File: config.mk
export PLATFORM = sky130hd
export DESIGN_NAME = cv32e40p_instr_mem_responder_flat
export DESIGN_NICKNAME = d
export VERILOG_FILES = /design/src/rtl/cv32e40p_pkg.sv /design/src/rtl/cv32e40p_instr_mem_responder_if.sv /design/src/rtl/cv32e40p_instr_resp_pipe.sv /design/src/rtl/cv32e40p_instr_mem_responder.sv /design/src/flat_wrapper.sv
export SDC_FILE = /design/constraint.sdc
export NUM_CORES = 1
export LEC_CHECK = 0
export ABC_AREA = 1
export BUFFER_PORTS_ARGS = -buffer_cell sky130_fd_sc_hd__buf_2
export CORE_MARGIN = 2
export CORE_UTILIZATION = 30
export CTS_BUF_LIST = sky130_fd_sc_hd__clkbuf_4 sky130_fd_sc_hd__clkbuf_8
export DETAILED_ROUTE_END_ITERATION = 7
export PLACE_DENSITY = 0.91
export SYNTH_ARGS = -nofsm -noshare
export SYNTH_HDL_FRONTEND = slang
export SYNTH_HIERARCHICAL = 1
export SYNTH_SLANG_ARGS = --single-unit
File: constraint.sdc
create_clock -name clk -period 1.8 [get_ports clk]
set_input_delay 0.18 -clock clk [delete_from_list [all_inputs] [get_ports clk]]
set_output_delay 0.18 -clock clk [all_outputs]
set_load 0.01 [all_outputs]
File: src/rtl/cv32e40p_pkg.sv
// Shared types for the instruction-memory responder slice.
// Response entries travel the delay line as one packed bundle.
package cv32e40p_pkg;

   typedef struct packed {
      logic        valid;
      logic        err;
      logic [31:0] rdata;
   } instr_resp_t;

   localparam instr_resp_t RESP_IDLE = '{
      valid: 1'b0,
      err:   1'b0,
      rdata: 32'h0
   };

   function automatic logic in_window(
      logic [31:0] off,
      int unsigned aw
   );
      return (off >> aw) == 32'h0;
   endfunction

endpackage

File: src/rtl/cv32e40p_instr_mem_responder_if.sv
// OBI instruction-side channel between the fetch unit and the responder.
// No rready: the initiator always accepts a response.
interface cv32e40p_instr_mem_responder_if;

   logic        instr_req_i;
   logic [31:0] instr_addr_i;
   logic        instr_gnt_o;
   logic        instr_rvalid_o;
   logic [31:0] instr_rdata_o;
   logic        instr_err_o;

   modport master (
      output instr_req_i,
      output instr_addr_i,
      input  instr_gnt_o,
      input  instr_rvalid_o,
      input  instr_rdata_o,
      input  instr_err_o
   );

   modport slave (
      input  instr_req_i,
      input  instr_addr_i,
      output instr_gnt_o,
      output instr_rvalid_o,
      output instr_rdata_o,
      output instr_err_o
   );

endinterface

File: src/rtl/cv32e40p_instr_resp_pipe.sv
// Fixed-depth delay line for response entries.
// Reset empties every stage so in-flight responses are dropped.
module cv32e40p_instr_resp_pipe
   import cv32e40p_pkg::*;
#(
   parameter int DEPTH = 1
) (
   input  logic        clk,
   input  logic        rst,
   input  instr_resp_t in_resp,
   output instr_resp_t out_resp
);

   instr_resp_t stage_q [DEPTH];

   always_ff @(posedge clk) begin
      if (rst) begin
         for (int i = 0; i < DEPTH; i++) begin
            stage_q[i] <= RESP_IDLE;
         end
      end else begin
         stage_q[0] <= in_resp;
         for (int i = 1; i < DEPTH; i++) begin
            stage_q[i] <= stage_q[i-1];
         end
      end
   end

   assign out_resp = stage_q[DEPTH-1];

endmodule

File: src/rtl/cv32e40p_instr_mem_responder.sv
// OBI instruction-fetch responder backed by a single-cycle SRAM window.
// Fixed-latency, in-order responses with a cap on outstanding grants.
module cv32e40p_instr_mem_responder
   import cv32e40p_pkg::*;
#(
   parameter int          ADDR_WIDTH      = 16,
   parameter logic [31:0] BASE_ADDR       = 32'h0000_0000,
   parameter int          RESP_LATENCY    = 1,
   parameter int          MAX_OUTSTANDING = 2
) (
   input  logic                  clk,
   input  logic                  rst,
   cv32e40p_instr_mem_responder_if.slave bus,
   input  logic                  stall_i,
   output logic                  sram_req_o,
   output logic [ADDR_WIDTH-3:0] sram_addr_o,
   input  logic [31:0]           sram_rdata_i,
   output logic                  busy_o
);

   localparam int CNT_W = $clog2(MAX_OUTSTANDING + 1);
   localparam logic [CNT_W-1:0] MAX_CNT =
      CNT_W'(MAX_OUTSTANDING);

   logic [CNT_W-1:0] cnt_q;
   logic [CNT_W-1:0] cnt_d;
   logic [CNT_W-1:0] cnt_eff;
   logic [31:0]      offset;
   logic             in_range;
   logic             gnt;
   logic             accept;
   logic             rsp_fire;
   logic             s1_valid_q;
   logic             s1_err_q;
   instr_resp_t      s1_resp;
   instr_resp_t      out_resp;

   assign offset   = bus.instr_addr_i - BASE_ADDR;
   assign in_range = in_window(offset, ADDR_WIDTH);

   // A slot freed by this cycle's response may be reused at once,
   // giving MAX_OUTSTANDING grants per RESP_LATENCY cycles.
   assign cnt_eff = cnt_q - CNT_W'(rsp_fire);

   assign gnt = bus.instr_req_i & ~stall_i & ~rst
              & (cnt_eff < MAX_CNT);

   assign accept      = bus.instr_req_i & gnt;
   assign sram_req_o  = accept & in_range;
   assign sram_addr_o = offset[ADDR_WIDTH-1:2];

   assign bus.instr_gnt_o = gnt;

   always_ff @(posedge clk) begin
      if (rst) begin
         s1_valid_q <= 1'b0;
         s1_err_q   <= 1'b0;
         cnt_q      <= '0;
      end else begin
         s1_valid_q <= accept;
         s1_err_q   <= accept & ~in_range;
         cnt_q      <= cnt_d;
      end
   end

   always_comb begin
      s1_resp       = RESP_IDLE;
      s1_resp.valid = s1_valid_q;
      s1_resp.err   = s1_valid_q & s1_err_q;
      if (s1_valid_q & ~s1_err_q) begin
         s1_resp.rdata = sram_rdata_i;
      end
   end

   if (RESP_LATENCY > 1) begin : g_pipe
      cv32e40p_instr_resp_pipe #(
         .DEPTH (RESP_LATENCY - 1)
      ) u_pipe (
         .clk      (clk),
         .rst      (rst),
         .in_resp  (s1_resp),
         .out_resp (out_resp)
      );
   end else begin : g_direct
      assign out_resp = s1_resp;
   end

   assign rsp_fire = out_resp.valid & ~rst;

   assign bus.instr_rvalid_o = rsp_fire;
   assign bus.instr_err_o    = rsp_fire & out_resp.err;
   assign bus.instr_rdata_o  = rsp_fire ? out_resp.rdata
                                        : 32'h0;

   always_comb begin
      cnt_d = cnt_q;
      unique case (1'b1)
         (accept & ~rsp_fire): cnt_d = cnt_q + CNT_W'(1);
         (rsp_fire & ~accept): cnt_d = cnt_q - CNT_W'(1);
         default:              cnt_d = cnt_q;
      endcase
   end

   assign busy_o = cnt_q != '0;

`ifdef CV32E40P_ASSERT_ON
   localparam bit PARAM_OK =
      (RESP_LATENCY >= 1) && (RESP_LATENCY <= 4) &&
      (MAX_OUTSTANDING >= 1) && (MAX_OUTSTANDING <= 4) &&
      (ADDR_WIDTH >= 3) && (ADDR_WIDTH <= 31) &&
      ((BASE_ADDR & ((32'h1 << ADDR_WIDTH) - 32'h1)) == 32'h0);

   a_params : assert property (@(posedge clk) PARAM_OK);

   a_addr_stable : assert property (
      @(posedge clk) disable iff (rst)
      (bus.instr_req_i && !gnt)
      |=> (bus.instr_req_i && $stable(bus.instr_addr_i))
   );

   a_cnt_bound : assert property (
      @(posedge clk) disable iff (rst)
      cnt_q <= MAX_CNT
   );
`endif

endmodule

File: src/flat_wrapper.sv
// flat-port wrapper written by rule: the top's interface ports become plain ports
module cv32e40p_instr_mem_responder_flat import cv32e40p_pkg::*;
#(
   parameter int          ADDR_WIDTH      = 16,
   parameter logic [31:0] BASE_ADDR       = 32'h0000_0000,
   parameter int          RESP_LATENCY    = 1,
   parameter int          MAX_OUTSTANDING = 2
)
  (clk, rst, stall_i, sram_req_o, sram_addr_o, sram_rdata_i, busy_o, bus_instr_req_i, bus_instr_addr_i, bus_instr_gnt_o, bus_instr_rvalid_o, bus_instr_rdata_o, bus_instr_err_o);
  cv32e40p_instr_mem_responder_if bus_i ();
  input  logic clk;
  input  logic rst;
  input  logic stall_i;
  output logic sram_req_o;
  output logic [ADDR_WIDTH-3:0] sram_addr_o;
  input  logic [31:0] sram_rdata_i;
  output logic busy_o;
  input wire logic [$bits(bus_i.instr_req_i)-1:0] bus_instr_req_i;
  input wire logic [$bits(bus_i.instr_addr_i)-1:0] bus_instr_addr_i;
  output wire logic [$bits(bus_i.instr_gnt_o)-1:0] bus_instr_gnt_o;
  output wire logic [$bits(bus_i.instr_rvalid_o)-1:0] bus_instr_rvalid_o;
  output wire logic [$bits(bus_i.instr_rdata_o)-1:0] bus_instr_rdata_o;
  output wire logic [$bits(bus_i.instr_err_o)-1:0] bus_instr_err_o;
  assign bus_i.instr_req_i = bus_instr_req_i;
  assign bus_i.instr_addr_i = bus_instr_addr_i;
  assign bus_instr_gnt_o = bus_i.instr_gnt_o;
  assign bus_instr_rvalid_o = bus_i.instr_rvalid_o;
  assign bus_instr_rdata_o = bus_i.instr_rdata_o;
  assign bus_instr_err_o = bus_i.instr_err_o;
  cv32e40p_instr_mem_responder #(.ADDR_WIDTH(ADDR_WIDTH), .BASE_ADDR(BASE_ADDR), .RESP_LATENCY(RESP_LATENCY), .MAX_OUTSTANDING(MAX_OUTSTANDING)) u_core (.clk(clk), .rst(rst), .bus(bus_i), .stall_i(stall_i), .sram_req_o(sram_req_o), .sram_addr_o(sram_addr_o), .sram_rdata_i(sram_rdata_i), .busy_o(busy_o));
endmodule
==> results of run 1 <==
-- cell usage after synthesis, drive strengths merged --
library cell  count
a31oi             1
nor2             50
nand3             4
buf              17
inv              54
dfxtp             4
a21oi             1
nand2            17
o21ai             3
ha                1
-- worst reg2reg max path, delay by kind of cell, from the launching register on --
| family | cells | cell delay (ns) |
|---|---|---|
| and+or+nand+nor | 6 | 0.38 |
| DFF | 1 | 0.34 |
| adders and majority gates | 1 | 0.31 |
| buffers and inverters | 2 | 0.17 |
| AOI/OAI and AO/OA | 1 | 0.15 |
-- metal layers --
metal  vias to the layer above  global-route usage  share of wire
li1                        545                   -              -
met4                         0              0.0418              0
met3                         0              0.0562           0.15
met1                       408               0.104           0.34
met5                         -                   0              0
met2                        59               0.252           0.51
-- final timing paths --
kind                                start                           end  slack, ns
max reg2reg  u_core/cnt_q[1]$_SDFFE_PP0P_  u_core/cnt_q[1]$_SDFFE_PP0P_       0.32
max          u_core/cnt_q[1]$_SDFFE_PP0P_  u_core/cnt_q[1]$_SDFFE_PP0P_       0.32
min                                   rst  u_core/cnt_q[0]$_SDFFE_PP0P_       0.26
min reg2reg  u_core/cnt_q[1]$_SDFFE_PP0P_  u_core/cnt_q[1]$_SDFFE_PP0P_       0.52
-- sequential cells by signal (all words and copies together) (netlist names) --
| name | cells |
|---|---|
| u_core/cnt_q | 2 |
| u_core/s1_valid_q | 1 |
| u_core/s1_err_q | 1 |
-- power by group through the flow --
| stage | Clock [mW] | Combinational (mW) | Sequential, mW |
|---|---|---|---|
| 2_1_floorplan | 0 | 0.108 | 0.0977 |
| 6_report | 0.109 | 0.146 | 0.0968 |
| 3_3_place_gp | 0 | 0.143 | 0.0980 |
| 3_5_place_dp | 0 | 0.148 | 0.0982 |
| 4_1_cts | 0.117 | 0.148 | 0.0968 |
| 5_1_grt | 0.118 | 0.168 | 0.0972 |
-- cell families after synthesis --
family,after synthesis,synth area share
AOI/OAI and AO/OA,5,0.0334
adders and majority gates,1,0.0159
and+or+nand+nor,71,0.415
DFF,4,0.102
buffers and inverters,71,0.434
-- final cells by class --
class,instances,area share
inverter,54,0.176
sequential,4,0.0697
timing repair buffer,88,0.383
clock buffer,3,0.0196
tap,30,0.0327
multi-input combinational,77,0.318
-- stage by stage --
step	util	std cells	power, mW
floorplan	-	152	0.205
global placement	0.455	253	0.241
detailed placement	0.455	253	0.246
CTS	0.464	256	0.362
global route	0.464	256	0.384
finish	0.464	256	0.352
==> summary.md, run 1 <==
| Metric | Value |
|---|---|
| Via count | 1,012 |
| Synth Instances | 152 |
| Cell variety after synth | 16 |
| Hold Path Depth | 4 |
| Status | complete, no violations |
| Reg area | 80.1 um^2 |
| Hold Violations, Final | 0 |
| Crit path DAT | 1.60 ns |
| Area of the multi-input gates | 365 um^2 |
| Crit path depth | 10 |
| Fmax | 0.675 GHz |
| Synth Warn # | 6 |
| Core box area | 2480 um^2 |
| Root Driver | clkbuf_4 |
| CTS Buf Count | 3 |
| Cell Area, Synth | 787 um^2 |
| PnR worst setup slack | 0.318 ns |
| Final Max Tran Viols | 0 |
| CP Data Required Time | 1.92 ns |
| TritonCTS clock tree | yes |
| Starting density of the core | 0.318 |
| Vias/cell | 3.95 |
| Max Root-Sink Buffers | 2 |
| IO Count | 119 |
| Sw Share | 0.318 |
| Placement Setup Slack | 0.326 ns |
| Routed length per instance | 7.54 um |
| Switch Pwr | 112 uW |
| Post-Syn Nets | 221 |
| FILL cells | 264 |
| Vias in the first global route | 916 |
| Placed cell area | 1130 um^2 |
| Max Clock Skew | 0.000223 ns |
| Post-CTS Resized | 0 |
| Port Buffers | 88 |
| Largest net degree at the start of global routing | 33 |
| Gr usage total | 0.125 |
| CP delay by family, top | simple AND/OR/NAND/NOR gates |
| Min-delay worst type | input pin to flop |
| Max Cap Viol | 0 |
| Tightest Pin Transition | 0.371 ns |
| Final wirelength | 1.93 mm |
| Die width | 55.2 um |
| Design Area, Final | 1150 um^2 |
| Worst Setup End Kind | flop |
| Seq/Total Area, Yosys | 0.102 |
| Crit Path Class | flop to flop |
| Global-route wire length before repair | 3.28 mm |
| Largest stage delay, worst path | 0.34 ns |
| CP max-delay cell | dfxtp_1 |
| Final #Nets | 297 |
| CTS Hold Bufs | 0 |
| Synth area leader | inv_1 |
| Aggregate global routing overflow | 0 |
| CP max FO | 5 |
| Synth-to-layout area growth | 45.9% |
| Commonest non-fill, non-tap cell in the layout | buf_2 |
| CTS clk-pin slew, worst paths | 0.04 ns |
| Setup repair after global routing missed its margin | no |
| Clk_lat worst skew | 0.23 ns |
| Post-route ant nets | 0 |
| Layout cell share with drive strength beyond 1 | 0.487 |
| Most frequent cells in the layout | 88 x buf_2, 51 x inv_1, 38 x nor2_1 |
| Power share of the combinational group | 0.415 |
| CP Cell Sequence | inv_1, nand2_4, nor2_2, nor2_2, nand2_2, ha_1, inv_1, nand3_1, o21ai_0, nor2_1 |
| Ant diodes | 0 |
| Worst VDD drop | 288 uV |
| Power per cell area | 307 nW/um^2 |
| Static leakage | 0.891 nW |
| CP Buf/Inv Count | 2 |
| Clock period minus worst slack | 1.48 ns |
| DP HPWL | 1.69 mm |
| Die ar. | 3050 um^2 |
| First DRT Iteration DRCs | 19 |
| Synth area leaders | inv_1 24%, nor2_1 18%, buf_4 13%, dfxtp_1 10%, nor2_2 9.5% |
| Clock network fraction of total power | 0.310 |
| H-tree Lvls | 1 |
| Total internal power | 240 uW |
| Antenna violations before repair | 0 |
| Seq pwr share | 0.275 |
| Die height | 55.2 um |
| CP startpoint kind | flop |
| Worst reg2reg path depth | 10 |
| Row Count | 18 |
| # setup viols final | 0 |
| Top-area cell type share of the netlist area | 0.243 |
| Avg Cell Area, Syn | 5.18 um^2 |
| Final GP Congestion | 0.758 |
| Hold Worst Slack | 0.258 ns |
| Post-CTS setup buffers | 0 |
| Clk sink count | 4 |
| Seq cells post-synth | 4 |
| Relative slew slack | 0.752 |
| Drt drc | 0 |
| Fin crit share | 0.823 |
| TNS Setup | 0 ns |
| DR pass1 iterations | 4 |
Note: power is estimated with default switching activity, not from simulation.
==> run 2: changes to the inputs <==
==> constraint.sdc (replaced) <==
create_clock -name clk -period 1.4 [get_ports clk]
set_input_delay 0.14 -clock clk [delete_from_list [all_inputs] [get_ports clk]]
set_output_delay 0.14 -clock clk [all_outputs]
set_load 0.01 [all_outputs]
==> run 2 against run 1 <==
Clock skew hardly changed; cell count up 1.2%; die area is the same; flip-flop and latch count unchanged; clock power grew 25%; global-route usage increased by 1.2 points; critical path depth is 2 lower; via count up 0.99%; count of clock-buffer cells in the layout unchanged; largest cell class unchanged.
==> summary.md, run 2 (synthesis results as in run 1) <==
| Metric | Value |
|---|---|
| Most frequent cells in the layout | 88 x buf_2, 49 x inv_1, 38 x nor2_1 |
| CTS Buf Count | 3 (unchanged) |
| Final #Nets | 300 (+1.0%) |
| DP HPWL | 1.76 mm (+4.3%) |
| Most frequent CP cell | nor2_2 |
| Final wirelength | 2.15 mm (+11%) |
| Synth-to-layout area growth | 55.3% |
| Min-delay worst type | input pin to flop |
| # setup viols final | 0 (unchanged) |
| H-tree Lvls | 1 (unchanged) |
| Worst reg2reg endpoint | u_core/cnt_q[1]$_SDFFE_PP0P_ |
| Starting density of the core | 0.318 (unchanged) |
| Clock period minus worst slack | 1.38 ns |
| Fmax | 0.725 GHz |
| Setup crit start | u_core/cnt_q[0]$_SDFFE_PP0P_ |
| Max Clock Skew | 0.000643 ns (+0.000420 ns) |
| Crit Path Class | flop to primary output |
| Fin crit share | 0.985 |
| Antenna violations before repair | 0 (unchanged) |
| Commonest non-fill, non-tap cell in the layout | buf_2 |
| Aggregate global routing overflow | 0 (unchanged) |
| Die ar. | 3050 um^2 (unchanged) |
| Hold Worst Slack | 0.213 ns (-0.0453 ns) |
| DR pass1 iterations | 4 (unchanged) |
| Worst Setup End Kind | primary output |
| Setup repair after global routing missed its margin | yes |
| Die height | 55.2 um (unchanged) |
| Reg2reg setup slack | 0.05 ns (-0.27 ns) |
| TritonCTS clock tree | yes |
| CP Capture Point | sram_req_o |
| Port Buffers | 88 (unchanged) |
| Largest stage delay, worst path | 0.36 ns (+0.02 ns) |
| Row Count | 18 (unchanged) |
| Final GP Congestion | 0.809 (+6.7%) |
| Core box area | 2480 um^2 (unchanged) |
| Vias in the first global route | 943 (+2.9%) |
| Relative slew slack | 0.871 (+0.118) |
| Via count | 1,022 (+0.99%) |
| Die width | 55.2 um (unchanged) |
| Tightest Pin Transition | 0.194 ns (-0.178 ns) |
| Status | complete, no violations |
| IO Count | 119 (unchanged) |
| Max Root-Sink Buffers | 2 (unchanged) |
| Post-route ant nets | 0 (unchanged) |
| Clk sink count | 4 (unchanged) |
| Max FFs per register | 2 (unchanged) |
| CP startpoint kind | flop |
| Biggest regs | u_core/cnt_q x2, u_core/s1_err_q x1, u_core/s1_valid_q x1 |
| CP Data Required Time | 1.26 ns (-0.66 ns) |
| First DRT Iteration DRCs | 40 (+21) |
| CP max-delay cell | dfxtp_4 |
| Non-filler cells, final | 259 (+1.2%) |
| Crit path DAT | 1.24 ns (-0.36 ns) |
| Routed length per instance | 8.31 um (+10%) |
| CP Cell Sequence | inv_4, nand2_4, nor2_2, nor2_2, nand2_2, buf_6, nor2_1, buf_2 |
| CTS clk-pin slew, worst paths | 0.03 ns (about the same) |
| Ant diodes | 0 (unchanged) |
| Gr usage total | 0.136 (+0.0115) |
| Worst VDD drop | 433 uV (+51%) |
| Final Max Tran Viols | 0 (unchanged) |
| Root Driver | clkbuf_4 |
| Power per cell area | 384 nW/um^2 (+25%) |
| Reg2reg start | u_core/cnt_q[0]$_SDFFE_PP0P_ |
| Worst reg2reg path depth | 9 (-1) |
| DP Cell Count | 254 (+0.40%) |
| Max Cap Viol | 0 (unchanged) |
| Static leakage | 0.907 nW (+1.8%) |
| Vias/cell | 3.95 (-0.18%) |
| Clk_lat worst skew | 0.23 ns (about the same) |
| Global-route wire length before repair | 3.55 mm (+8.0%) |
| Largest register by flop count | u_core/cnt_q |
| Hold Violations, Final | 0 (unchanged) |
| Drt drc | 0 (unchanged) |
| Layout cell share with drive strength beyond 1 | 0.520 (+0.0329) |
| CP max FO | 4 (-1) |
| Largest net degree at the start of global routing | 33 (unchanged) |
| Total chip power | 469 uW (+33%) |
-- run 2: cell count changes in the layout (fill, tap and decap cells not counted), moves of 2 or more --
cell / before / now
inv_4: 0 / 2
inv_1: 51 / 49
nand2_8: 0 / 2
dfxtp_1: 4 / 2
-- run 2: cell type report --
| class | count | area, um^2 |
|---|---|---|
| Timing Repair Buffer | 90 | 459 |
| Fill cell | 274 | 1250 |
| Tap cell | 30 | 37.5 |
| Multi-Input combinational cell | 78 | 410 |
| Clock buffer | 3 | 22.5 |
| Inverter | 54 | 208 |
| Sequential cell | 4 | 85.1 |
-- run 2: how the worst min path moves through the flow --
stage,startpoint,to,slack (ns),cells after the start
global route,rst,u_core/cnt_q[0]$_SDFFE_PP0P_,0.24,4
finish,rst,u_core/cnt_q[0]$_SDFFE_PP0P_,0.21,4
detailed placement,bus_instr_addr_i[12],sram_addr_o[10],0.28,0
global placement,bus_instr_addr_i[12],sram_addr_o[10],0.28,0
CTS,rst,u_core/cnt_q[1]$_SDFFE_PP0P_,0.20,4
floorplan,rst,u_core/cnt_q[1]$_SDFFE_PP0P_,0.31,3
-- run 2: through the flow --
step	util	setup WS (ns)	instance area (um^2)	setup TNS, ns
floorplan	-	0.0203	787	0
global placement	0.458	0.0292	1130	0
detailed placement	0.458	-0.0306	1130	-0.0306
CTS	0.471	0.00756	1170	0
global route	0.493	-0.0726	1220	-0.155
finish	0.493	0.0216	1220	0
-- run 2: layer usage --
| metal | part of all wire | track usage | up-vias |
|---|---|---|---|
| met2 | 0.50 | 0.253 | 59 |
| met4 | 0 | 0.0418 | 0 |
| li1 | - | - | 557 |
| met5 | 0 | 0 | - |
| met3 | 0.11 | 0.0515 | 0 |
| met1 | 0.39 | 0.140 | 406 |
-- run 2: where the power goes --
group          switching, mW  internal [mW]  total, mW
clock network         0.0404         0.0954      0.136
registers            0.00590          0.121      0.127
logic                  0.105          0.102      0.207
total                  0.151          0.318      0.469
-- run 2: worst max-delay path, delay by kind of cell (launching register included) --
family | cells | cell delay, ns
and+or+nand+nor | 5 | 0.34
buffers and inverters | 3 | 0.31
DFF | 1 | 0.36
-- run 2: timing repair --
item,in CTS,in global routing
endpoints found under the setup margin,26,29
setup buffers,0,1
pin swaps,0,2
resized for setup,4,9
hold buffers,0,0
gates cloned,0,1
